[src/rtl/gameplay_pkg.sv]
// Shared constants, direction/status encodings and helpers for the gameplay datapath.
// Geometry constants here are defaults; the top module re-exposes them as parameters.
package gameplay_pkg;

  localparam int unsigned SCREEN_W      = 160;
  localparam int unsigned BLOCK_W       = 16;
  localparam int unsigned ROW_H         = 8;
  localparam int unsigned N_ROWS        = 15;
  localparam int unsigned Y_BASE        = 112;
  localparam int unsigned START_CHANCES = 3;

  typedef enum logic {
    DIR_LEFT  = 1'b0,
    DIR_RIGHT = 1'b1
  } dir_e;

  typedef enum logic [1:0] {
    PLAYING = 2'b01,
    OVER    = 2'b10
  } game_status_e;

  function automatic logic [7:0] sat_inc8(input logic [7:0] v);
    return (v == 8'hff) ? v : v + 8'd1;
  endfunction

endpackage

[src/rtl/gameplay_datapath_if.sv]
// Control pulses from the gameplay FSM and the datapath's state/judge outputs.
interface gameplay_datapath_if;

  logic       ld_x;
  logic       ld_y;
  logic       ld_d;
  logic       enable;
  logic       save_x;
  logic       inc_row;
  logic       inc_score;
  logic       dec_chances;
  logic [7:0] x;
  logic [6:0] y;
  logic [7:0] prev_x;
  logic [3:0] row;
  logic [7:0] score;
  logic [1:0] chances;
  logic       move_tick;
  logic       c;
  logic       o;

  modport master (
    output ld_x, ld_y, ld_d, enable, save_x, inc_row, inc_score, dec_chances,
    input  x, y, prev_x, row, score, chances, move_tick, c, o
  );

  modport slave (
    input  ld_x, ld_y, ld_d, enable, save_x, inc_row, inc_score, dec_chances,
    output x, y, prev_x, row, score, chances, move_tick, c, o
  );

endinterface

[src/rtl/move_rate_divider.sv]
// Tick counter pacing block movement; optional score-based speedup under GAMEPLAY_SPEEDUP_EN.
// The active divisor is latched only when the count restarts, so an interval is never cut short.
module move_rate_divider #(
  parameter int unsigned TICK_DIV = 500000
) (
  input  logic       clk,
  input  logic       resetn,
  input  logic       clear,
  input  logic       enable,
  input  logic [7:0] score,
  output logic       tick
);

  localparam int unsigned CntW = $clog2(TICK_DIV + 1);

  logic [CntW-1:0] cnt_q, cnt_d;
  logic [CntW-1:0] div_q, div_d;
  logic [CntW-1:0] div_next;

`ifdef GAMEPLAY_SPEEDUP_EN
  logic [1:0] shift;

  always_comb begin
    shift    = (score[7:3] > 5'd3) ? 2'd3 : score[4:3];
    div_next = CntW'(TICK_DIV) >> shift;
    if (div_next == '0) begin
      div_next = CntW'(1);
    end
  end
`else
  logic unused_score;
  assign unused_score = ^score;
  assign div_next     = CntW'(TICK_DIV);
`endif

  always_comb begin
    cnt_d = cnt_q;
    div_d = div_q;
    tick  = 1'b0;
    if (clear) begin
      cnt_d = '0;
      div_d = div_next;
    end else if (enable) begin
      if (cnt_q == div_q - CntW'(1)) begin
        cnt_d = '0;
        div_d = div_next;
        tick  = 1'b1;
      end else begin
        cnt_d = cnt_q + CntW'(1);
      end
    end
  end

  always_ff @(posedge clk or negedge resetn) begin
    if (!resetn) begin
      cnt_q <= '0;
      div_q <= CntW'(TICK_DIV);
    end else begin
      cnt_q <= cnt_d;
      div_q <= div_d;
    end
  end

endmodule

[src/rtl/gameplay_datapath.sv]
// Datapath slave of the gameplay FSM: block position/bounce, row, score and chances.
// Optional macro GAMEPLAY_SPEEDUP_EN (in move_rate_divider) speeds movement up with score.
module gameplay_datapath #(
  parameter int unsigned SCREEN_W      = gameplay_pkg::SCREEN_W,
  parameter int unsigned BLOCK_W       = gameplay_pkg::BLOCK_W,
  parameter int unsigned ROW_H         = gameplay_pkg::ROW_H,
  parameter int unsigned N_ROWS        = gameplay_pkg::N_ROWS,
  parameter int unsigned Y_BASE        = gameplay_pkg::Y_BASE,
  parameter int unsigned START_CHANCES = gameplay_pkg::START_CHANCES,
  parameter int unsigned TICK_DIV      = 500000
) (
  input  logic                clk,
  input  logic                resetn,
  gameplay_datapath_if.slave  dp
);

  import gameplay_pkg::*;

  localparam logic [7:0] MaxX = 8'(SCREEN_W - BLOCK_W);

  logic [7:0] x_q, x_d;
  logic [6:0] y_q, y_d;
  logic [7:0] prev_x_q, prev_x_d;
  logic [3:0] row_q, row_d;
  logic [7:0] score_q, score_d;
  logic [1:0] chances_q, chances_d;
  dir_e       dir_q, dir_d;
  logic       move_tick_q;

  logic       tick;
  logic       new_game;
  logic       move_en;
  logic [3:0] row_eff;
  logic [8:0] diff;
  logic [8:0] adiff;

  // New game is only reachable once chances are exhausted.
  assign new_game = dp.ld_x & ~(|chances_q);
  assign move_en  = dp.enable & ~dp.ld_x & ~dp.ld_d;

  move_rate_divider #(
    .TICK_DIV (TICK_DIV)
  ) u_move_rate_divider (
    .clk    (clk),
    .resetn (resetn),
    .clear  (dp.ld_x),
    .enable (move_en),
    .score  (score_q),
    .tick   (tick)
  );

  always_comb begin
    x_d       = x_q;
    dir_d     = dir_q;
    y_d       = y_q;
    prev_x_d  = prev_x_q;
    row_d     = row_q;
    score_d   = score_q;
    chances_d = chances_q;
    row_eff   = new_game ? 4'd0 : row_q;

    if (dp.ld_x) x_d = 8'd0;
    if (dp.ld_d) dir_d = DIR_RIGHT;
    if (tick) begin
      if (dir_q == DIR_RIGHT) begin
        if (x_q == MaxX) begin
          dir_d = DIR_LEFT;
          x_d   = x_q - 8'd1;
        end else begin
          x_d = x_q + 8'd1;
        end
      end else begin
        if (x_q == 8'd0) begin
          dir_d = DIR_RIGHT;
          x_d   = 8'd1;
        end else begin
          x_d = x_q - 8'd1;
        end
      end
    end

    if (dp.ld_y) y_d = 7'(Y_BASE - 32'(row_eff) * ROW_H);
    if (dp.save_x) prev_x_d = x_q;
    if (dp.inc_row) row_d = (row_q == 4'(N_ROWS - 1)) ? 4'd0 : row_q + 4'd1;
    if (dp.inc_score) score_d = sat_inc8(score_q);
    if (dp.dec_chances && chances_q != 2'd0) chances_d = chances_q - 2'd1;

    if (new_game) begin
      row_d     = 4'd0;
      score_d   = 8'd0;
      chances_d = 2'(START_CHANCES);
      prev_x_d  = 8'd0;
    end
  end

  always_ff @(posedge clk or negedge resetn) begin
    if (!resetn) begin
      x_q         <= 8'd0;
      dir_q       <= DIR_RIGHT;
      y_q         <= 7'(Y_BASE);
      prev_x_q    <= 8'd0;
      row_q       <= 4'd0;
      score_q     <= 8'd0;
      chances_q   <= 2'(START_CHANCES);
      move_tick_q <= 1'b0;
    end else begin
      x_q         <= x_d;
      dir_q       <= dir_d;
      y_q         <= y_d;
      prev_x_q    <= prev_x_d;
      row_q       <= row_d;
      score_q     <= score_d;
      chances_q   <= chances_d;
      move_tick_q <= tick;
    end
  end

  // Zero-extended subtraction keeps the true signed distance without wrap.
  assign diff  = {1'b0, x_q} - {1'b0, prev_x_q};
  assign adiff = diff[8] ? (9'd0 - diff) : diff;

  assign dp.x         = x_q;
  assign dp.y         = y_q;
  assign dp.prev_x    = prev_x_q;
  assign dp.row       = row_q;
  assign dp.score     = score_q;
  assign dp.chances   = chances_q;
  assign dp.move_tick = move_tick_q;
  assign dp.c         = (chances_q != 2'd0);
  assign dp.o         = (adiff < 9'(BLOCK_W));

endmodule

[src/flat_wrapper.sv]
// flat-port wrapper written by rule: the top's interface ports become plain ports
module gameplay_datapath_flat import gameplay_pkg::*;
#(
  parameter int unsigned SCREEN_W      = gameplay_pkg::SCREEN_W,
  parameter int unsigned BLOCK_W       = gameplay_pkg::BLOCK_W,
  parameter int unsigned ROW_H         = gameplay_pkg::ROW_H,
  parameter int unsigned N_ROWS        = gameplay_pkg::N_ROWS,
  parameter int unsigned Y_BASE        = gameplay_pkg::Y_BASE,
  parameter int unsigned START_CHANCES = gameplay_pkg::START_CHANCES,
  parameter int unsigned TICK_DIV      = 500000
)
  (clk, resetn, dp_ld_x, dp_ld_y, dp_ld_d, dp_enable, dp_save_x, dp_inc_row, dp_inc_score, dp_dec_chances, dp_x, dp_y, dp_prev_x, dp_row, dp_score, dp_chances, dp_move_tick, dp_c, dp_o);
  gameplay_datapath_if dp_i ();
  input  logic clk;
  input  logic resetn;
  input wire logic [$bits(dp_i.ld_x)-1:0] dp_ld_x;
  input wire logic [$bits(dp_i.ld_y)-1:0] dp_ld_y;
  input wire logic [$bits(dp_i.ld_d)-1:0] dp_ld_d;
  input wire logic [$bits(dp_i.enable)-1:0] dp_enable;
  input wire logic [$bits(dp_i.save_x)-1:0] dp_save_x;
  input wire logic [$bits(dp_i.inc_row)-1:0] dp_inc_row;
  input wire logic [$bits(dp_i.inc_score)-1:0] dp_inc_score;
  input wire logic [$bits(dp_i.dec_chances)-1:0] dp_dec_chances;
  output wire logic [$bits(dp_i.x)-1:0] dp_x;
  output wire logic [$bits(dp_i.y)-1:0] dp_y;
  output wire logic [$bits(dp_i.prev_x)-1:0] dp_prev_x;
  output wire logic [$bits(dp_i.row)-1:0] dp_row;
  output wire logic [$bits(dp_i.score)-1:0] dp_score;
  output wire logic [$bits(dp_i.chances)-1:0] dp_chances;
  output wire logic [$bits(dp_i.move_tick)-1:0] dp_move_tick;
  output wire logic [$bits(dp_i.c)-1:0] dp_c;
  output wire logic [$bits(dp_i.o)-1:0] dp_o;
  assign dp_i.ld_x = dp_ld_x;
  assign dp_i.ld_y = dp_ld_y;
  assign dp_i.ld_d = dp_ld_d;
  assign dp_i.enable = dp_enable;
  assign dp_i.save_x = dp_save_x;
  assign dp_i.inc_row = dp_inc_row;
  assign dp_i.inc_score = dp_inc_score;
  assign dp_i.dec_chances = dp_dec_chances;
  assign dp_x = dp_i.x;
  assign dp_y = dp_i.y;
  assign dp_prev_x = dp_i.prev_x;
  assign dp_row = dp_i.row;
  assign dp_score = dp_i.score;
  assign dp_chances = dp_i.chances;
  assign dp_move_tick = dp_i.move_tick;
  assign dp_c = dp_i.c;
  assign dp_o = dp_i.o;
  gameplay_datapath #(.SCREEN_W(SCREEN_W), .BLOCK_W(BLOCK_W), .ROW_H(ROW_H), .N_ROWS(N_ROWS), .Y_BASE(Y_BASE), .START_CHANCES(START_CHANCES), .TICK_DIV(TICK_DIV)) u_core (.clk(clk), .resetn(resetn), .dp(dp_i));
endmodule
[config.mk]
export PLATFORM = sky130hd
export DESIGN_NAME = gameplay_datapath_flat
export DESIGN_NICKNAME = d
export VERILOG_FILES = /design/src/rtl/gameplay_pkg.sv /design/src/rtl/gameplay_datapath_if.sv /design/src/rtl/move_rate_divider.sv /design/src/rtl/gameplay_datapath.sv /design/src/flat_wrapper.sv
export SDC_FILE = /design/constraint.sdc
export NUM_CORES = 1
export LEC_CHECK = 0
export ABC_AREA = 1
export CORE_ASPECT_RATIO = 2
export CORE_MARGIN = 2
export CORE_UTILIZATION = 55
export CTS_CLUSTER_DIAMETER = 60
export CTS_CLUSTER_SIZE = 14
export DETAILED_ROUTE_END_ITERATION = 6
export PLACE_DENSITY = 0.8
export SETUP_SLACK_MARGIN = 0.15
export SLEW_MARGIN = 20
export SYNTH_ARGS = -nofsm -noshare
export SYNTH_HDL_FRONTEND = slang
export SYNTH_HIERARCHICAL = 1
export SYNTH_SLANG_ARGS = --single-unit
export TNS_END_PERCENT = 30
[constraint.sdc]
create_clock -name clk -period 3.8 [get_ports clk]
set_input_delay 0.76 -clock clk [delete_from_list [all_inputs] [get_ports clk]]
set_output_delay 0.76 -clock clk [all_outputs]
set_load 0.01 [all_outputs]
# After elaboration in Yosys (flattened, before gate mapping)
# Index checks and enable logic that the tools add are counted.
# op_classes
addsub	10
n_lt_le_gt_ge	1
eq_ne	5
muxes	31
n_bitwise	6
reduce_logical	13
# ops
op	n
19-bit 2-to-1 mux	6
8-bit 2-to-1 mux	10
19-bit by 1-bit adder with 19-bit output (second input constant)	1
19-bit == test	1
19-bit by 1-bit subtractor with 19-bit output (second input constant)	1
8-bit by 1-bit adder with 8-bit output (second input constant)	2
8-bit == test (second input constant)	2
4-bit 2-to-1 mux	4
2-bit nonzero test	8
9-bit by 5-bit less-than comparator with 1-bit output (second input constant)	1
9-bit 2-to-1 mux	1
1-bit by 9-bit subtractor with 9-bit output (first input constant)	1
8-bit by 8-bit subtractor with 9-bit output	1
8-bit zero test	1
1-bit 2-to-1 mux	8
8-bit by 1-bit subtractor with 8-bit output (second input constant)	1
7-bit subtractor (first input constant)	1
4-bit by 1-bit adder with 4-bit output (second input constant)	1
4-bit == test (second input constant)	1
2-bit 2-to-1 mux	2
2-bit AND reduction	2
1-bit AND	3
1-bit NOT	3
2-bit by 1-bit inequality test with 1-bit output (second input constant)	1
3 further kinds	3
# word_totals
ff_bits	77
in_bits	10
output_inout_bits	40
elab_cells	76

# Longest topological paths before layout
# Gate-level depths: netlist (run 1).
# logic_depth
word_depth	6
depth_mapped	14
mapped_depth_nobuf	14

# Hierarchy
# Netlist (run 1), hierarchy kept.
# by_module_without_submodules
module	instances	cells_per_inst	area_per_inst_um2	seq_area_each_um2
gameplay_datapath	1	355	2533.7	908.4
move_rate_divider	1	166	1187.4	475.5

# Worst setup path before layout (run 1)
# Ideal clock, no wire load.
# synth_timing
kind	reg2out
startpoint	reg u_core.x_q[0] (netlist: u_core/dp.x[0])
endpoint	out dp_o
t_arrival_ps	1953
required_ps	3040
setup_slack_ps	1087
stages_incl_launch_ff	15
n_path_buf	0
cell_sequence	dfrtp_1 -> inv_1 -> ha_1 -> fa_1 -> inv_1 -> nand3_1 -> nand2_1 -> nand2_1 -> nand2_1 -> nand2_1 -> nor2_1 -> nand2_1 -> nand2_1 -> nand2_1 -> nor2_1
# synth_via
elab_chain_len	4
# synth_lines
element	line	rtl
start, declared	gameplay_datapath.sv:21	logic [7:0] x_q, x_d;
start signal, assigned	gameplay_datapath.sv:98	x_q <= 8'd0;
start signal, assigned	gameplay_datapath.sv:107	x_q <= x_d;
8-bit by 8-bit subtractor with 9-bit output (*)	gameplay_datapath.sv:119	assign diff = {1'b0, x_q} - {1'b0, prev_x_q};
1-bit by 9-bit subtractor with 9-bit output	gameplay_datapath.sv:120	assign adiff = diff[8] ? (9'd0 - diff) : diff;
9-bit 2-to-1 mux (*)	gameplay_datapath.sv:120	
9-bit by 5-bit less-than comparator with 1-bit output (*)	gameplay_datapath.sv:130	assign dp.o = (adiff < 9'(BLOCK_W));
end, declared	flat_wrapper.sv:32	output wire logic [$bits(dp_i.o)-1:0] dp_o;
# Every way passes the cells marked *; elsewhere a longest branch is shown, timed or not.

# Final worst setup path (run 1)
# Ends and elaborated chain as after synthesis.

==> run_results.csv, run 1 <==
group,metric,value,unit
clocking,clock_path_buffers,2,
power,p_leak,2.16,nW
sta,period_share,0.841,
global_route,grt_pass1_vias,3547,
layout,area_growth,18.4,%
power,switching_share,0.348,
clocking,clk_latency,0.30,ns
sta,rsz0062_at_grt,"no",
clocking,numCtsBuffers,5,
sta,hold_viol_final,0,
sta,slew_headroom,0.554,
layout,drive_above_1_share,0.0823,
sta,fmaxAchievable,313,MHz
global_route,antenna_found_initial,0,
routing,drc,0,
yosys,ys_top_cells_by_area,"dfrtp_1 33%, nand2_1 13%, inv_1 7.6%",
sta,finalSetupViolCount,0,
routing,drt_wl_total,9400,µm
setup_path,crit_path_max_fanout,6,
global_route,gr-usage-all-layers,0.262,
clocking,holdBufCountCts,0,
floorplanning,die-area,7480,µm²
setup_path,worstPathArrival,2.44,ns
routing,wl_per_cell,14.3,µm
routing,vias,3549,
sta,tns,0,ns
sta,period_minus_slack,3.20,ns
floorplanning,fp.coreArea,6570,µm²
power,p_clk_frac,0.244,
clocking,cts_tree,"yes",
place,post-dp-hpwl,7280,µm
yosys,syn_area_per_cell,7.14,µm²
global_route,overflow,0,
layout,filler_cell_count,603,
yosys,yosysTopAreaCellShare,0.330,
floorplanning,initial_core_util,0.566,
power,p_comb_frac,0.357,
layout,diodes,0,
yosys,ys_seq_area_frac,0.372,
sta,tightest_slew,0.669,ns
clocking,numClockSinks,55,
setup_path,critical-path-max-stage-delay,0.40,ns
sta,fin_hold_ws,0.475,ns
place,dp.cells,651,
yosys,synth_commonest_cells,"133 x nand2_1, 75 x inv_1, 53 x nor2_1",
routing,first_iter_violations,185,
yosys,ys_seq_elements,55,
floorplanning,fp.dieW,62.2,µm
yosys,async_flop_share,1.00,
yosys,synth_flop_cell,"dfrtp_1",
clocking,cts_resized,0,
floorplanning,rows,42,
power,p_int,1.25,mW
setup_path,crit_path_start_kind,"flop",
yosys,syn-instance-count,521,
global_route,grt_pass1_wl,15600,µm
place,gp_congestion,0.919,
power,switchingPower,0.669,mW
yosys,synth_warnings,6,
layout,finalNetCount,598,
clocking,cts_setup_buffers,0,
clocking,clk_pin_slew,0.07,ns
setup_path,crit_family,"simple AND/OR/NAND/NOR gates",
place,io_buffer_count,46,
floorplanning,die_h,120,µm
setup_path,r2r_slack,1.66,ns
sta,finClkSkew,0.00854,ns
clocking,cts_max_level,2,
setup_path,cp_common_cell,"nand2_1",
sta,slew_viol_final,0,
layout,instances_no_fill,659,
power,vdd_ir_drop_max,0.360,mV
setup_path,critPathSlowestCell,"dfrtp_2",
yosys,synthesis.area,3720,µm²
routing,drt_first_pass_iters,6,
yosys,yosysMostFrequentCell,"nand2_1",
setup_path,worst-endpoint-required,3.04,ns
yosys,ys_types,39,
yosys,synth_edf_count,0,
setup_path,critPathBufInv,4,
floorplanning,io_pins,50,
setup_path,critPathCaptureType,"output pin",
routing,viasPerCell,5.39,
clocking,root_buffer,"clkbuf_16",
global_route,grt_max_degree,30,
setup_path,crit_type,"reg -> out",
routing,final_antenna_net_count,0,
worst_hold_path,hold_class,"reg -> reg",
setup_path,crit_chain,"inv_1, ha_1, fa_1, inv_1, nand3_1, nand2_1, nand2_1, nand2_1, inv_1, nand2_1, nand3_1, nand2_1, nand2_1, nor2_1, dlymetal6s2s_1",
power,powerDensity,437,nW/µm²
flow_run,maxCapViolCount,0,
yosys,synth_largest_area_cell,"dfrtp_1",
outcome,status,"complete, no violations",
power,seq_power_share,0.398,
[power groups by stage]
stage               Clock (mW)  Combinational [mW]  Sequential (mW)
floorplan                    0               0.352            0.806
global placement             0               0.669            0.779
detailed placement           0               0.688            0.779
CTS                      0.476               0.694            0.768
global route             0.502               0.775            0.780
finish                   0.470               0.688            0.767
[layer usage]
metal  vias to the layer above  wire (µm)  track usage
met5                         -          0            0
met1                      1674       3320        0.250
met3                        28        268       0.0363
li1                       1753          -            -
met2                        94       5390        0.514
met4                         0        418        0.157
[sequential cells by signal, summed over array words and instances, names as in the netlist, 2 cells and up]
signal / flops
u_core/dp.row: 4
u_core/dp.x: 8
u_core/dp.score: 8
u_core/dp.chances: 2
u_core/dp.y: 4
u_core/dp.prev_x: 8
u_core/u_move_rate_divider/cnt_q: 19
[layout by cell type (no fill, tap or decap), types with 3 or more instances in the layout]
cell,count
nor2_1,53
inv_1,75
buf_4,4
xnor2_1,7
o21ai_1,4
conb_1,3
clkbuf_16,5
a21oi_1,28
dfrtp_1,48
nand2_1,133
nand4_1,9
nand3_1,41
nor2_2,12
nand2_2,4
clkdlybuf4s50_1,44
nor2_4,3
ha_1,17
dfstp_2,6
o21ai_0,31
nor3_1,6
xor2_1,9
[cells by family (layout without fill, tap and decap cells)]
logic type	after synthesis	after routing	synth area share
DFF	55	55	0.372
AOI/OAI and AO/OA	73	73	0.108
muxes	1	1	0.00269
other	1	3	0.00101
and+or+nand+nor	270	270	0.321
adders and majority gates	18	18	0.0625
xor gates and xnor gates	16	16	0.0377
buffers and inverters	87	135	0.0955
[through the flow]
step | utilization | instance area, µm² | power (mW) | setup slack (ns)
2_1_floorplan | - | 3730 | 1.16 | 1.09
5_1_grt | 0.671 | 4410 | 2.06 | 0.305
3_5_place_dp | 0.648 | 4260 | 1.47 | 0.532
3_3_place_gp | 0.648 | 4260 | 1.45 | 0.635
6_report | 0.671 | 4410 | 1.92 | 0.603
4_1_cts | 0.670 | 4400 | 1.94 | 0.195
[area by class of cell]
type,count,area [µm²],area share
multi-input cells,381,1990,0.451
flip-flops and latches,55,1390,0.314
repair buffers,50,488,0.111
inverters,77,289,0.0656
clock buffers,6,129,0.0292
well taps,88,110,0.0250
clock inverters,2,16.3,0.00369
[worst register-to-register path, cell delays in order, from the launching register on]
cell and delay [ns]:
dfrtp_1 0.39, ha_1 0.19, nand2_1 0.10, nor2_2 0.21
nand4_1 0.14, nor2_1 0.36, inv_1 0.10, nor2_2 0.30
o211ai_1 0.15, o21ai_0 0.12
[path summary, 6_finish.rpt]
| kind | cells past startpoint | startpoint | end |
|---|---|---|---|
| worst max-delay path | 15 | u_core/dp.x[0] | dp_o |
| worst min-delay path | 2 | u_core/dp.y[6] | u_core/dp.y[6] |
| worst max register to register | 9 | u_core/u_move_rate_divider/cnt_q[0] | u_core/dp.x[2] |
| worst min register to register | 2 | u_core/dp.y[6] | u_core/dp.y[6] |
| max in group asynchronous | 2 | resetn | u_core/dp.chances[0] |
| min in group asynchronous | 1 | resetn | u_core/dp.x[7] |
(Power assumes the default switching activity.)
==> inputs of run 2 (changes only) <==
--- a/config.mk
+++ b/config.mk
@@ -8,11 +8,11 @@
 export ABC_AREA = 1
 export CORE_ASPECT_RATIO = 2
 export CORE_MARGIN = 2
-export CORE_UTILIZATION = 55
+export CORE_UTILIZATION = 50
 export CTS_CLUSTER_DIAMETER = 60
 export CTS_CLUSTER_SIZE = 14
 export DETAILED_ROUTE_END_ITERATION = 6
-export PLACE_DENSITY = 0.8
+export PLACE_DENSITY = 0.77
 export SETUP_SLACK_MARGIN = 0.15
 export SLEW_MARGIN = 20
 export SYNTH_ARGS = -nofsm -noshare
==> constraint.sdc (replaced) <==
create_clock -name clk -period 2.85 [get_ports clk]
set_input_delay 0.57 -clock clk [delete_from_list [all_inputs] [get_ports clk]]
set_output_delay 0.57 -clock clk [all_outputs]
set_load 0.01 [all_outputs]
==> run_results.csv, run 2 (same netlist as run 1, synthesis figures left out) <==
group,metric,value,unit
clocking,clk_latency,0.30,ns
layout,multi_input_area,2030,µm²
setup_path,crit_path_max_fanout,2,
floorplanning,die_h,126,µm
sta,hold_viol_final,0,
layout,final-seq-area,1380,µm²
sta,fmaxAchievable,354,MHz
setup_path,worstPathArrival,2.25,ns
routing,top_layer,"met4",
place,gp_congestion,0.881,
clocking,root_buffer,"clkbuf_16",
setup_path,worst-endpoint-required,2.28,ns
flow_run,maxCapViolCount,0,
global_route,grt_max_degree,47,
power,p_leak,2.26,nW
worst_hold_path,hold_class,"in -> async",
floorplanning,die-area,8190,µm²
sta,fin_ws,0.0284,ns
global_route,gr-usage-all-layers,0.245,
power,totalPowerFinal,2.70,mW
power,vdd_ir_drop_max,0.548,mV
setup_path,critPathCaptureType,"output pin",
sta,finalSetupViolCount,0,
clocking,numCtsBuffers,5,
sta,slew_headroom,0.610,
place,dp_slack,-0.192,ns
setup_path,crit_type,"reg -> out",
global_route,overflow,0,
sta,tightest_slew,0.586,ns
clocking,clock_path_buffers,2,
power,powerDensity,585,nW/µm²
setup_path,crit_path_start_kind,"flop",
layout,most-common-layout-cells,"130 x nand2_1, 73 x inv_1, 50 x nor2_1, 49 x dfrtp_1, 44 x clkdlybuf4s50_1",
routing,vias,3645,
layout,area_growth,24.2,%
outcome,status,"complete, no violations",
routing,drc,0,
routing,wl_per_cell,14.0,µm
routing,met3_length,267,µm
floorplanning,initial_core_util,0.516,
routing,wl_met1,3250,µm
place,io_buffer_count,46,
clocking,clk_pin_slew,0.07,ns
layout,top_register,"u_core/u_move_rate_divider/cnt_q",
setup_path,critical-path-max-stage-delay,0.53,ns
routing,drt_first_pass_iters,4,
floorplanning,fp.dieW,65,µm
floorplanning,fp.coreArea,7210,µm²
routing,first_iter_violations,126,
setup_path,reg2regPathDepth,9,
setup_path,crit_chain,"ha_2, fa_2, nand2_2, nor2_2, nand2_1, nor2_2, o21ai_1, nand2_1, nand2_1, nor2_2, buf_2",
routing,met2_length,5460,µm
setup_path,critPathSlowestCell,"fa_2",
sta,tns,0,ns
sta,finClkSkew,0.00627,ns
sta,rsz0062_at_grt,"yes",
global_route,antenna_found_initial,0,
sta,slew_viol_final,0,
routing,viasPerCell,5.34,
layout,final_common_cell,"nand2_1",
sta,period_share,0.990,
layout,largest_reg_flops,19,
global_route,grt_pass1_wl,15700,µm
clocking,cts_tree,"yes",
routing,drt_wl_total,9560,µm
layout,finalNetCount,618,
layout,final_core_utilization,0.641,
place,post-dp-hpwl,7300,µm
clocking,numClockSinks,55,
routing,final_antenna_net_count,0,
layout,filler_cell_count,632,
layout,diodes,0,
layout,drive_above_1_share,0.142,
sta,period_minus_slack,2.82,ns
floorplanning,rows,44,
global_route,grt_pass1_vias,3686,
sta,fin_hold_ws,0.266,ns
floorplanning,io_pins,50,
clocking,cts_max_level,2,
## run 2: changes by cell type in the layout (fill, tap and decap cells not counted), moves of 3 or more
cell     change
ha_1         -4
nand2_2      +3
ha_2         +4
buf_4       +21
nand2_1      -3
nor2_1       -3
nor2_2       +3
## run 2: area by class of cell
cell class,instances,area share
inverter,77,0.0625
sequential,55,0.299
clock buffer,6,0.0279
timing repair buffer,70,0.137
multi-input combinational,381,0.440
clock inverter,2,0.00812
tap,92,0.0249
## run 2: worst paths after layout
kind                       slack, ns                           startpoint                  end
max                             0.03                  u_core/dp.prev_x[0]                 dp_o
min                             0.27                               resetn       u_core/dp.y[3]
max reg2reg                     0.93  u_core/u_move_rate_divider/cnt_q[0]       u_core/dp.x[6]
min reg2reg                     0.48                       u_core/dp.y[6]       u_core/dp.y[6]
max in group asynchronous       2.00                               resetn  u_core/dp.prev_x[3]
min in group clk                0.48                       u_core/dp.y[6]       u_core/dp.y[6]
## run 2: routing by layer
metal / global-route usage / vias to the layer above
met3: 0.0304 / 45
met4: 0.169 / 0
met2: 0.468 / 98
met5: 0 / -
li1: - / 1791
met1: 0.229 / 1711
## run 2: where the power goes
| part | internal, mW | switching [mW] | total, mW |
|---|---|---|---|
| Clock | 0.415 | 0.274 | 0.689 |
| Combinational | 0.456 | 0.533 | 0.989 |
| Sequential | 0.917 | 0.107 | 1.02 |
| Total | 1.79 | 0.913 | 2.70 |
## run 2: what timing repair did
item,4_1_cts,5_1_grt
gates resized for setup,11,11
setup buffers,2,2
pin swaps,8,3
cloned,0,0
setup endpoints to repair,1,1
hold buffers,0,0
## run 2: stage by stage
stage | instance area [µm²] | std cells
finish | 4620 | 683
detailed placement | 4380 | 671
CTS | 4570 | 681
global placement | 4380 | 671
floorplan | 3730 | 523
global route | 4620 | 683
## run 2: critical path: cells and delay by family, from the launching register on
family	cells	cell delay (ns)
AOI/OAI and AO/OA	1	0.07
adders and majority gates	2	0.73
buffers and inverters	1	0.14
DFF	1	0.39
and+or+nand+nor	7	0.63
==> inputs of run 3 (changes only) <==
==> constraint.sdc (replaced) <==
create_clock -name clk -period 2.3 [get_ports clk]
set_input_delay 0.46 -clock clk [delete_from_list [all_inputs] [get_ports clk]]
set_output_delay 0.46 -clock clk [all_outputs]
set_load 0.01 [all_outputs]
==> run_results.csv, run 3 (same netlist as run 1, synthesis figures left out) <==
group,metric,value,unit
outcome,status,"finished with violations",
outcome,violations,"setup timing",
worst_hold_path,hold_class,"in -> async",
sta,hold_viol_final,0,
routing,viasPerCell,5.21,
layout,area_growth,26.0,%
routing,drt_first_pass_iters,4,
sta,rsz0062_at_grt,"yes",
setup_path,r2r_slack,0.41,ns
layout,final-seq-area,1390,µm²
setup_path,critPathCaptureType,"output pin",
layout,final_core_utilization,0.650,
floorplanning,initial_core_util,0.516,
sta,tns,-0.361,ns
global_route,grt_pass1_vias,3665,
routing,vias,3601,
setup_path,rr_endpoint,"u_core/dp.x[6]",
sta,slew_headroom,0.645,
floorplanning,rows,44,
global_route,antenna_found_initial,0,
sta,finalSetupViolCount,1,
clocking,clock_path_buffers,2,
setup_path,crit_path_max_fanout,2,
clocking,holdBufCountCts,0,
clocking,numClockSinks,55,
layout,top_register,"u_core/u_move_rate_divider/cnt_q",
layout,finalNetCount,626,
place,post-dp-hpwl,7370,µm
power,vdd_ir_drop_max,0.677,mV
floorplanning,die_h,126,µm
floorplanning,io_pins,50,
routing,wl_per_cell,13.5,µm
place,gp_congestion,0.911,
sta,fmaxAchievable,376,MHz
clocking,clk_latency,0.29,ns
layout,final_common_cell,"nand2_1",
clocking,root_buffer,"clkbuf_16",
clocking,numCtsBuffers,5,
clocking,cts_max_level,2,
sta,period_share,1.16,
floorplanning,fp.dieW,65,µm
floorplanning,die-area,8190,µm²
clocking,clk_pin_slew,0.07,ns
routing,drc,0,
layout,final_cell_area,4690,µm²
sta,fin_ws,-0.361,ns
layout,diodes,0,
layout,largest_reg_flops,19,
layout,drive_above_1_share,0.150,
routing,final_antenna_net_count,0,
setup_path,worst-endpoint-required,1.84,ns
global_route,grt_max_degree,25,
place,postPlaceCellArea,4490,µm²
power,p_leak,2.29,nW
flow_run,maxCapViolCount,0,
global_route,overflow,0,
routing,first_iter_violations,143,
layout,filler_cell_count,648,
layout,most-common-layout-cells,"131 x nand2_1, 73 x inv_1, 50 x nor2_1, 48 x dfrtp_1, 43 x clkdlybuf4s50_1",
setup_path,reg2regPathDepth,9,
setup_path,r2r-start,"u_core/u_move_rate_divider/cnt_q[0]",
layout,multi_input_area,2040,µm²
routing,drt_wl_total,9330,µm
global_route,grt_pass1_wl,15600,µm
setup_path,crit_type,"reg -> out",
setup_path,critPathLaunch,"u_core/dp.x[0]",
setup_path,crit_end,"dp_o",
sta,period_minus_slack,2.66,ns
sta,finClkSkew,0.00506,ns
setup_path,worstPathArrival,2.20,ns
global_route,gr-usage-all-layers,0.240,
clocking,cts_tree,"yes",
sta,slew_viol_final,0,
sta,tightest_slew,0.533,ns
floorplanning,fp.coreArea,7210,µm²
power,powerDensity,713,nW/µm²
setup_path,crit_path_start_kind,"flop",
place,io_buffer_count,46,
## run 3: final cells by class
type,instances,area share
multi-input cells,381,0.434
clock inverters,3,0.00987
inverters,77,0.0622
clock buffers,5,0.0267
flip-flops and latches,55,0.295
well taps,92,0.0246
repair buffers,78,0.147
## run 3: power breakdown
| part | switching [mW] | total [mW] | internal [mW] |
|---|---|---|---|
| Combinational | 0.630 | 1.21 | 0.578 |
| Sequential | 0.132 | 1.27 | 1.14 |
| Clock | 0.351 | 0.868 | 0.518 |
| Total | 1.11 | 3.34 | 2.23 |
## run 3: routing by layer
metal / up-vias / track usage / wire [µm]
met5: - / 0 / 0
met1: 1688 / 0.232 / 3300
li1: 1807 / - / -
met4: 0 / 0.105 / 337
met3: 28 / 0.0286 / 260
met2: 78 / 0.480 / 5430
## run 3: how the worst min path moves through the flow
| stage | cells past startpoint | to |
|---|---|---|
| 2_1_floorplan | 0 | u_core/dp.move_tick |
| 3_3_place_gp | 1 | u_core/dp.y[3] |
| 3_5_place_dp | 1 | u_core/dp.row[0] |
| 4_1_cts | 1 | u_core/dp.y[3] |
| 5_1_grt | 1 | u_core/dp.y[3] |
| 6_report | 1 | u_core/dp.y[3] |
## run 3: critical path, cell delays in order (launching register included)
cell and delay (ns):
dfrtp_2 0.39, inv_4 0.04, ha_4 0.15, fa_2 0.51, nand2_1 0.06, nor2_2 0.11, nand2_1 0.08, nor2_2 0.13
o21ai_1 0.07, nand2_1 0.06, nand2_1 0.06, nor2_2 0.10, buf_2 0.14
## run 3: metrics by stage
stage | cells | setup slack, ns | hold WS, ns | power, mW
6_report | 691 | -0.361 | 0.139 | 3.34
5_1_grt | 691 | -0.472 | 0.178 | 3.56
4_1_cts | 691 | -0.366 | 0.147 | 3.36
3_5_place_dp | 683 | -0.474 | 0.466 | 2.49
3_3_place_gp | 683 | -0.409 | 0.457 | 2.46
2_1_floorplan | 523 | 0.0836 | 0.164 | 1.92
## run 3: timing repair
item	4_1_cts	5_1_grt
pin swaps	3	3
setup endpoints to repair	2	2
buffers inserted	0	0
resized for setup	8	7
==> edit 1 (config.mk and constraints of run 3) <==
`TICK_DIV` is set to 500000 in 3 places; all go to 1000000.
--- a/src/rtl/move_rate_divider.sv
+++ b/src/rtl/move_rate_divider.sv
@@ -2,5 +2,5 @@
 // The active divisor is latched only when the count restarts, so an interval is never cut short.
 module move_rate_divider #(
-  parameter int unsigned TICK_DIV = 500000
+  parameter int unsigned TICK_DIV = 1000000
 ) (
   input  logic       clk,
--- a/src/rtl/gameplay_datapath.sv
+++ b/src/rtl/gameplay_datapath.sv
@@ -8,5 +8,5 @@
   parameter int unsigned Y_BASE        = gameplay_pkg::Y_BASE,
   parameter int unsigned START_CHANCES = gameplay_pkg::START_CHANCES,
-  parameter int unsigned TICK_DIV      = 500000
+  parameter int unsigned TICK_DIV      = 1000000
 ) (
   input  logic                clk,
--- a/src/flat_wrapper.sv
+++ b/src/flat_wrapper.sv
@@ -8,5 +8,5 @@
   parameter int unsigned Y_BASE        = gameplay_pkg::Y_BASE,
   parameter int unsigned START_CHANCES = gameplay_pkg::START_CHANCES,
-  parameter int unsigned TICK_DIV      = 500000
+  parameter int unsigned TICK_DIV      = 1000000
 )
   (clk, resetn, dp_ld_x, dp_ld_y, dp_ld_d, dp_enable, dp_save_x, dp_inc_row, dp_inc_score, dp_dec_chances, dp_x, dp_y, dp_prev_x, dp_row, dp_score, dp_chances, dp_move_tick, dp_c, dp_o);
Check against the original RTL: same outputs for any inputs over 4 cycles, from zero or initial values and one cycle with resetn low; that may be too few to reach the edited logic, so the function may still have changed.
==> edit 1 against run 3 <==
  * The run still ends with negative setup slack left
  * Sequential share of layout area decreased by 0.54 points
  * Global-route usage increased by 1.7 points
  * Design area grew 3.6%
  * Power fell by 1.4%
  * Highest routed layer unchanged
  * Final cell count increased by 2.6%
  * Non-clock buffer count increased by 3
  * Setup slack got worse by 0.077 ns
  * Synthesized area is 3.9% higher
  * Sequential cell count up 1
  * Wire length up 10%
  * Via count rose by 6.6%
==> edit 1: results (changes against run 3) <==
- Status: finished with violations
- Failing checks: negative setup slack
- First-pass GRT wire length: 16990 µm (+8.8%)
- Htree depth: 2 (unchanged)
- Clock Skew: 0.006877 ns (+0.001821 ns)
- RR Startpoint: u_core/u_move_rate_divider/cnt_q[0]$_DFFE_PN0P_
- Clock root buffer: clkbuf_16
- Vias in the first global route: 4000 (+9.1%)
- Most flop-heavy register: u_core/u_move_rate_divider/cnt_q
- First-pass DRT Iterations: 5 (+1)
- Share of post-route cells with drive strength above 1: 18.86% (+3.8 points)
- Post-synth cell types: 44 (+13%)
- Final #Nets: 642 (+2.6%)
- Crit path max-delay cell type: fa_2
- Maximum VDD drop: 702.5 µV (+3.8%)
- CP Max Fanout: 2 (unchanged)
- Initial DRC count: 138 (-3.5%)
- R2r setup slk: between 0.4 and 0.5 ns
- Max reg flops: 20 (+1)
- Antenna cells: 0 (unchanged)
- Setup bufs post-CTS: 0 (unchanged)
- Max stage delay on crit path: 0.51 ns (about the same)
- DP HPWL: 8044 µm (+9.1%)
- Setup-failing EPs final: 1 (unchanged)
- Seq/Total Area, Yosys: 36.44% (-0.75 points)
- Family with the most delay on the worst path: adder cells
- Via count: 3839 (+6.6%)
- P_leak: 2.379 nW (+3.7%)
- Buffers added on ports: 46 (unchanged)
- Main synth FF type: dfrtp_1
- FFs w/ async S/R, synth: 100.0% (unchanged)
- NetSw: 1.148 mW (+3.2%)
- Worst setup margin: -0.4377 ns (-0.07665 ns)
- Routed WL: 10310 µm (+10%)
- Commonest cells post-synth: nand2_1, inv_1, nor2_1
- R2R Path End: u_core/dp.x[4]$_DFFE_PN0P_
- Skew-Pair Late Insertion Delay: roughly 0.3 ns
- R2R cell count: 9 (unchanged)
- All-Layer GR Usage: 25.73% (+1.7 points)
- Synth top area cells: dfrtp_1, nand2_1, inv_1
- RD Place Congestion: 0.8878 (-2.6%)
- YS warnings: 6 (unchanged)
- Largest net degree at the start of global routing: 36 (+44%)
- Clock Pin Slew Worst Setup and Hold Paths: 0.07 ns (about the same)
- Actual slew at the worst max-slew pin: 0.5451 ns (+0.01228 ns)
- DP Area: 4678 µm² (+4.1%)
- Initial antenna violation count: 0 (unchanged)
- Max Slew Vio Count: 0 (unchanged)
- Arr. time, crit path: 2.28 ns (+0.08 ns)
==> edit 1: logic make-up (layout without fill, tap and decap cells) <==
group,Yosys count,count (layout),share of synthesized area (%)
adder cells (fa/ha/maj),18,18,6.019
buffers and inverters,89,169,9.418
other,1,3,0.09699
XOR/XNOR,14,14,3.171
AO/OA/AOI/OAI,70,70,10.13
flip-flops,56,56,36.44
AND/OR/NAND/NOR,285,285,34.72
==> edit 1: cell type report <==
class                           instances  area, µm²
Fill cell                             651       2688
Multi-Input combinational cell        390       2166
Sequential cell                        56       1409
Timing Repair Buffer                   81      724.4
Inverter                               80      302.8
Clock buffer                            7      132.6
Tap cell                               94      117.6
Clock inverter                          1      5.005
==> edit 1: how the worst max path moves through the flow <==
stage / from / to / slack [ns] / cells after the start
floorplan: u_core/dp.x[0]$_DFFE_PN0P_ / dp_o / 0.03 / 11
global placement: u_core/dp.prev_x[0]$_DFFE_PN0P_ / dp_o / -0.37 / 11
detailed placement: u_core/dp.prev_x[0]$_DFFE_PN0P_ / dp_o / -0.49 / 14
CTS: u_core/dp.prev_x[0]$_DFFE_PN0P_ / dp_o / -0.37 / 14
global route: u_core/dp.prev_x[0]$_DFFE_PN0P_ / dp_o / -0.47 / 10
finish: u_core/dp.prev_x[0]$_DFFE_PN0P_ / dp_o / -0.44 / 10
==> edit 1: routing by layer <==
layer	global-route usage [%]	wire (µm)	part of all wire (%)	vias up
met5	0	0	0	-
met1	23.00	3448	33	1789
met2	49.53	5845	57	125
li1	-	-	-	1865
met3	2.972	315	3.1	60
met4	19.09	703	6.8	0
==> edit 1: worst register-to-register path: stages, from the launching register on <==
cell     delay [ns]
dfrtp_1        0.40
ha_1           0.21
nand2_2        0.10
nor2_8         0.16
nand4_2        0.13
nor2_1         0.22
inv_1          0.11
nor2_4         0.23
nand2_1        0.09
o21ai_1        0.15
==> edit 1: repair_timing <==
item / in CTS / in global routing
gates cloned: 0 / 0
pin swaps: 2 / 3
gates resized for setup: 12 / 9
endpoints found under the hold margin: 0 / 0
endpoints found under the setup margin: 2 / 1
==> edit 1: through the flow <==
stage	util (%)	hold WS (ns)	instances	worst slack [ns]	TNS, ns
after global routing	64.38	0.1853	709	-0.4747	-0.4747
after CTS	64.00	0.1527	709	-0.3691	-0.3691
after floorplan	-	0.1644	535	0.03437	0
after global placement	62.01	0.4586	701	-0.3744	-0.3744
final	64.38	0.1442	709	-0.4377	-0.4377
after detailed placement	62.01	0.4585	701	-0.4946	-0.4946
==> edit 1: power groups by stage <==
stage	registers, mW	clock network, mW	logic, mW
floorplan	1.35	0	0.592
global placement	1.30	0	1.19
detailed placement	1.30	0	1.23
CTS	1.29	0.771	1.24
global route	1.31	0.809	1.41
finish	1.28	0.753	1.26
==> edit 2 (settings of run 3) <==
Made on the original files. `x_q` no longer has a reset.
--- a/src/rtl/gameplay_datapath.sv
+++ b/src/rtl/gameplay_datapath.sv
@@ -96,5 +96,4 @@
   always_ff @(posedge clk or negedge resetn) begin
     if (!resetn) begin
-      x_q         <= 8'd0;
       dir_q       <= DIR_RIGHT;
       y_q         <= 7'(Y_BASE);
@@ -105,5 +104,4 @@
       move_tick_q <= 1'b0;
     end else begin
-      x_q         <= x_d;
       dir_q       <= dir_d;
       y_q         <= y_d;
@@ -114,4 +112,8 @@
       move_tick_q <= tick;
     end
+  end
+
+  always_ff @(posedge clk) begin
+    x_q <= x_d;
   end
 
Behaviour: same outputs for any inputs over 10 cycles, from zero or initial values and one cycle with resetn low; that may be too few to reach the edited logic, so the function may still have changed.
==> edit 2 against run 3 <==
  * The run still ends with negative setup slack left
  * Synthesized area down 0.54%
  * Maximum frequency decreased by 1.6%
  * Wire length rose by 9.6%
  * Synthesized cell count is 1.7% lower
  * Sequential cell count did not move
  * Power is 16% higher
  * Final cell count shrank 0.58%
  * Clock skew up 0.0071 ns
  * Setup slack worse by 0.043 ns
  * Design area up 0.40%
  * Critical endpoint unchanged
==> edit 2: results (changes against run 3) <==
- Status: finished with violations
- Failing checks: negative setup slack
- Mapped Cells: 512 (-1.7%)
- R2r setup slk: 0.33 ns (-0.08 ns)
- All-Layer GR Usage: 26.01% (+2.0 points)
- Compound-Gate Fraction of Synth Area: 10.78% (+0.024 points)
- Xor/xnor share of the synthesized area: 3.786% (+0.020 points)
- Initial DRC count: 181 (+27%)
- Actual slew at the worst max-slew pin: 0.5229 ns (-0.009891 ns)
- Largest net degree at the start of global routing: 20 (-20%)
- Post-synth cell types: 35 (-10%)
- Worst setup margin: -0.4042 ns (-0.04316 ns)
- FFs w/ async S/R, synth: 85.45% (-15 points)
- Multi-input gate area: 1983 µm² (-2.6%)
- Setup_tns: -0.4042 ns (-0.04316 ns)
- Setup-failing EPs final: 1 (unchanged)
- DP HPWL: 7947 µm (+7.8%)
- Flop pwr share: 34.2% (-3.7 points)
- P_leak: 2.263 nW (-1.4%)
- Placement Setup Slack: -0.4064 ns (+0.06713 ns)
- Arr. time, crit path: 2.24 ns (+0.04 ns)
- RD Place Congestion: 0.9081 (-0.34%)
- # fillers: 633 (-2.3%)
- Clk tree area frac: 2.924% (-0.73 points)
- Signal buffers: 82 (+5.1%)
- Final #Nets: 622 (-0.64%)
- R2R Path End: u_core/dp.x[4]$_SDFFCE_PN0P_
- Final hold slack: 0.08872 ns (-0.05019 ns)
- Seq group: 1.33 mW (+5%)
- Signal inverters: 84 (+9.1%)
- DP Area: 4511 µm² (+0.36%)
- Reg area: 1424 µm² (+2.8%)
- Multi-input gates: 366 (-3.9%)
- RR Startpoint: u_core/dp.x[2]$_SDFFCE_PN0P_
- P&R area growth vs syn: 27.18%
- DR vias/cell: 5.349 (+2.6%)
- Seq/Total Area, Yosys: 38.47% (+1.3 points)
- Dpl cells: 678 (-0.73%)
- First-pass GRT wire length: 16430 µm (+5.2%)
[edit 2: cell types whose count changed in the layout (fill, tap and decap cells not counted), sizes merged, moves of 3 or more]
cell | run 3 | this run
inv | 78 | 84
or2 | 3 | 0
buf | 34 | 38
edfxtp | 0 | 8
o21ai | 36 | 29
nor2 | 68 | 71
a211oi | 1 | 5
nand2 | 137 | 129
dfrtp | 49 | 41
nand3 | 43 | 39
[edit 2: worst max-delay path, stage by stage, from the launching register on]
cell     delay, ns
dfrtp_1       0.41
ha_4          0.18
fa_2          0.56
nand2_2       0.06
nor2_4        0.10
nand3_2       0.11
nor2_2        0.09
nand3_1       0.10
a21oi_2       0.16
nor2_2        0.05
buf_2         0.13
[edit 2: per-layer routing]
layer / GRT usage [%] / routed length [µm] / up-vias
li1: - / - / 1791
met1: 23.86 / 3448 / 1733
met2: 51.00 / 5897 / 109
met3: 3.750 / 330 / 42
met4: 15.14 / 556 / 0
met5: 0 / 0 / -
